File: src/rtl/updown_ctrl.sv
// updown_ctrl: debounced direction and run/pause buttons for the lab counter.
// Produces the count direction, run state and a rate-divided count-enable tick.
module updown_ctrl #(
    parameter int DEBOUNCE_CYCLES = 4,
    parameter int TICK_DIV        = 8
) (
    input  logic clk,
    input  logic rst,
    input  logic btn_dir,
    input  logic btn_run,
    output logic updown,
    output logic run,
    output logic tick,
    output logic dir_pulse
);

    localparam int DW = $clog2(DEBOUNCE_CYCLES) + 1;
    localparam int PW = $clog2(TICK_DIV);
    localparam logic [DW-1:0] DMAX = DW'(DEBOUNCE_CYCLES - 1);
    localparam logic [PW-1:0] PMAX = PW'(TICK_DIV - 1);

    typedef enum logic {
        STOP = 1'b0,
        RUN  = 1'b1
    } run_t;

    // bit 0 = direction button, bit 1 = run button
    logic [1:0]         btn;
    logic [1:0]         s1;
    logic [1:0]         s2;
    logic [1:0]         db;
    logic [1:0]         db_q;
    logic [1:0][DW-1:0] dcnt;
    logic [1:0]         rise;
    logic               dir_edge;
    logic               run_edge;
    logic [PW-1:0]      pcnt;
    run_t               state_q;
    run_t               state_d;

    assign btn      = {btn_run, btn_dir};
    assign rise     = db & ~db_q;
    assign dir_edge = rise[0];
    assign run_edge = rise[1];
    assign run      = (state_q == RUN);

    always_ff @(posedge clk or negedge rst) begin
        if (!rst) begin
            s1   <= '0;
            s2   <= '0;
            db   <= '0;
            db_q <= '0;
            dcnt <= '0;
        end else begin
            s1   <= btn;
            s2   <= s1;
            db_q <= db;
            for (int i = 0; i < 2; i++) begin
                if (s2[i] == db[i]) begin
                    dcnt[i] <= '0;
                end else if (dcnt[i] == DMAX) begin
                    db[i]   <= s2[i];
                    dcnt[i] <= '0;
                end else begin
                    dcnt[i] <= dcnt[i] + 1'b1;
                end
            end
        end
    end

    always_ff @(posedge clk or negedge rst) begin
        if (!rst) begin
            state_q <= STOP;
        end else begin
            state_q <= state_d;
        end
    end

    always_comb begin
        state_d = state_q;
        unique case (state_q)
            STOP: if (run_edge) state_d = RUN;
            RUN:  if (run_edge) state_d = STOP;
            default: state_d = STOP;
        endcase
    end

    always_ff @(posedge clk or negedge rst) begin
        if (!rst) begin
            updown    <= 1'b1;
            dir_pulse <= 1'b0;
        end else begin
            updown    <= updown ^ dir_edge;
            dir_pulse <= dir_edge;
        end
    end

    // A direction change restarts the period so the counter never steps
    // in the same cycle its direction flips.
    always_ff @(posedge clk or negedge rst) begin
        if (!rst) begin
            pcnt <= '0;
            tick <= 1'b0;
        end else if (!run || dir_edge) begin
            pcnt <= '0;
            tick <= 1'b0;
        end else if (pcnt == PMAX) begin
            pcnt <= '0;
            tick <= 1'b1;
        end else begin
            pcnt <= pcnt + 1'b1;
            tick <= 1'b0;
        end
    end

endmodule

File: config.mk
export PLATFORM = sky130hd
export DESIGN_NAME = updown_ctrl
export DESIGN_NICKNAME = d
export VERILOG_FILES = /design/src/rtl/updown_ctrl.sv
export SDC_FILE = /design/constraint.sdc
export NUM_CORES = 1
export LEC_CHECK = 0
export BUFFER_PORTS_ARGS = -buffer_cell sky130_fd_sc_hd__buf_4
export CORE_MARGIN = 2
export CORE_UTILIZATION = 53
export DETAILED_ROUTE_END_ITERATION = 8
export PLACE_DENSITY = 0.73
export SETUP_SLACK_MARGIN = 0.15
export SLEW_MARGIN = 5
export SYNTH_ARGS = -nofsm -noshare
export SYNTH_HDL_FRONTEND = slang
export SYNTH_SLANG_ARGS = --single-unit
File: constraint.sdc
create_clock -name clk -period 1.2 [get_ports clk]
set_input_delay 0.24 -clock clk [delete_from_list [all_inputs] [get_ports clk]]
set_output_delay 0.24 -clock clk [all_outputs]
set_load 0.02 [all_outputs]
==> metrics.md <==
| Metric | Value |
|---|---|
| Tot GR Track Use | 16.6% |
| FILL cells | 75 |
| ANT nets after route | 0 |
| Post-Place Cell Area | 838 um2 |
| Inst Count DP | between 60 and 70 |
| Status | finished, final reports clean |
| Setup crit start kind | register |
| Switching share of power | 30.9% |
| Post-Syn Instances | 47 |
| Tcrit/Tclk final | 99.4% |
| Layout cells sized above 1 | 51.5% |
| Initial Util | 57.4% |
| Clock power frac | between 10% and 20% |
| Non-filler cells, final | approximately 80 |
| DRC | 0 |
| Number of flops mapped to enable cells by yosys | 0 |
| Nets | 75 |
| Worst setup EP type | primary output |
| Clock Skew | ~0.0017 ns |
| Fmax | 838 MHz |
| Required @ worst endpoint | 0.96 ns |
| Final Hold Fails | 0 |
| Post-layout total power | 2.29 mW |
| Reg power frac | about 47% |
| Initial antenna violation count | 0 |
| Hold Startpoint | btn_run |
| Worst-Margin Slew | 0.289 ns |
| WP data arrival | 0.95 ns |
| Leak | approximately 0.47 nW |
| IO Port Bufs | 7 |
| CP bufs+invs | 1 |
| Internal power | between 1.5 and 2 mW |
| Slew Viols, Final | 0 |
| Ys async rst share | 100% |
| Distinct cells, synth | 14 |
| Fin crit period | ~1.2 ns |
| Num CTS Buffers | 3 |
| Max Root-Sink Buffers | 2 |
| Leading cell type by number of instances after synthesis | dfrtp_1 |
| Io pins | 8 |
| CTS clock-pin slew for the worst setup and hold paths | 0.11 ns |
| Cell taking the most area after synthesis | dfrtp_1 |
| Slew margin rel. | 80.6% |
| Critical-path cell with the highest stage delay | dfstp_2 |
| Worst R2R Start | dcnt[0]$_DFF_PN0_ |
| Worst Reg-to-Reg Cells | 3 |
| Chip width | 41.5 um |
| Gr ovfl total | 0 |
| Area grow syn2layout | 35.0% |
| Std-Cell Rows | 13 |
| CTS tree | done |
| CP peak stage delay | 0.55 ns |
| Routed vias/inst | ~5.2 |
| Reg-to-reg setup timing slack | around 0.050 ns |
| Drt initial violations | 12 |
| Top Family by Delay on Critical Path | flip-flops |
| Ys Warns | 0 |
| Cell area after synthesis | 747 um2 |
| Core area | 1300 um2 |
| Sw power | 708 uW |
| GPL Wtd Cong | 0.701 |
| Peak VDD IR | 1270 uV |
| Register area | roughly 530 um2 |
| DP HPWL | 836 um |
| Max-cap viol count | 0 |
| Die ar. | between 1500 and 2000 um2 |
| RSZ-0062 raised after global routing | true |
| Die Y-Extent | 41.5 um |
| Clk root buf | clkbuf_4 |
| Insertion delay to the later sink of the worst-skew pair | 0.29 ns |
| First-pass DRT Iterations | 2 |
| N_diodes | 0 |
| Hold WC Path Type | in -> reg |
| Power Dens Cells | 2270 nW/um2 |
| Largest net degree at the start of global routing | 22 |
| Register area share after synthesis | 70.5% |
| Critical path cell sequence | buf_6 |
| Setup CP Type | reg -> out |
| DRT Wirelength | 1300 um |
| H-tree depth | 1 |
| Vias | 425 |
| Synth Flop Type | dfrtp_1 |
| Post-synth top area share | 67.0% |
| Flops & latches, synth | 21 |
| CP Max Fanout | 2 |
| Worst Hold Depth | 1 |
| Sink Count | 21 |
| Vias in the first global route | 454 |
| Comb power frac | 38.9% |
| Final setup fails | 0 |
| Design area | 1010 um2 |
| Syn avg cell area | 15.9 um2 |
| Multi-input gate area | 299 um2 |
| Wire length per cell | 16.1 um |
| Hold slack | 0.0440 ns |
| R2r endpoint | db[0]$_DFFE_PN0P_ |
| Synth top cells by count | dfrtp_1, and3_1, ha_1, xnor2_1, nor3b_1 |
| Syn Nets | 55 |
| First-pass GRT wire length | 2060 um |
| Synth area leaders | dfrtp_1, ha_1, xnor2_1 |
| End of the worst hold path | s1[1]$_DFF_PN0_ |
registers in the layout, summed over array words and instances, names as in the netlist:
register and flops:
dcnt 6, pcnt 3, db 2, db_q 2, s1 2, s2 2
dir_pulse 1, run 1, tick 1, updown 1
per-layer routing:
layer  part of all wire [%]  up-vias  GRT usage [%]
met5                      0        -              0
met2                     53       11           31.3
met1                     43      214           17.7
met4                    1.7        0           5.81
met3                    2.5        5           3.91
li1                       -      195              -
final cells by class:
cell class	count	share of cell area [%]
clock buffer	4	2.61
inverter	1	0.372
multi-input combinational	25	29.7
sequential	21	52.2
tap	15	1.86
timing repair buffer	15	13.3
through the flow:
step	utilization, %	setup WS [ns]	TNS (ns)
after global placement	64.4	0.119	0
final	77.5	0.00669	0
after global routing	77.5	-0.0413	-0.0413
after floorplan	-	0.125	0
after CTS	72.0	0.0000168	0
after detailed placement	64.4	0.0433	0
kinds of logic (layout without fill, tap and decap cells):
| family | Yosys count | count (layout) | share of synthesized area, % |
|---|---|---|---|
| multiplexers | 2 | 2 | 3.01 |
| buffers and inverters | 1 | 20 | 0.502 |
| adder cells (fa/ha/maj) | 4 | 4 | 6.70 |
| XOR/XNOR | 4 | 4 | 4.69 |
| AND/OR/NAND/NOR | 15 | 15 | 14.6 |
| flip-flops | 21 | 21 | 70.5 |
layout by cell type (no fill, tap or decap), types with 2 or more instances in the layout:
| cell type | netlist | final |
|---|---|---|
| ha_4 | 0 | 2 |
| nor2b_4 | 1 | 2 |
| nor3b_2 | 1 | 2 |
| clkbuf_4 | 0 | 3 |
| ha_2 | 0 | 2 |
| xnor2_1 | 4 | 3 |
| mux2_4 | 0 | 2 |
| dfrtp_1 | 20 | 20 |
| buf_4 | 0 | 9 |
| nor3b_1 | 3 | 2 |
| and3_4 | 0 | 3 |
| nand2b_1 | 2 | 2 |
| buf_6 | 0 | 5 |
power by group through the flow:
stage                     logic [mW]  clock network, mW  registers, mW
after floorplan                0.353                  0           1.11
after detailed placement       0.599                  0           1.08
after global placement         0.543                  0           1.06
after CTS                      0.741              0.325           1.06
after global routing           0.975              0.363           1.11
final                          0.890              0.321           1.08
repair_timing:
item | CTS | global route
buffers inserted | 4 | 3
endpoints found under the setup margin | 9 | 12
hold buffers | 1 | 0
hold endpoints to repair | 20 | 0
pin swaps | 4 | 4
resized for setup | 7 | 9
worst max-delay path by stage:
stage	start	to	slack [ns]	cells past startpoint
3_5_place_dp	dcnt[0]$_DFF_PN0_	db[0]$_DFFE_PN0P_	0.04	3
6_report	updown$_DFF_PN1_	updown	0.007	1
2_1_floorplan	dcnt[0]$_DFF_PN0_	db[0]$_DFFE_PN0P_	0.13	3
3_3_place_gp	dcnt[0]$_DFF_PN0_	db[0]$_DFFE_PN0P_	0.12	3
5_1_grt	updown$_DFF_PN1_	updown	-0.04	1
4_1_cts	updown$_DFF_PN1_	updown	0.00002	1
No activity file was read; power rests on OpenSTA's default activity.
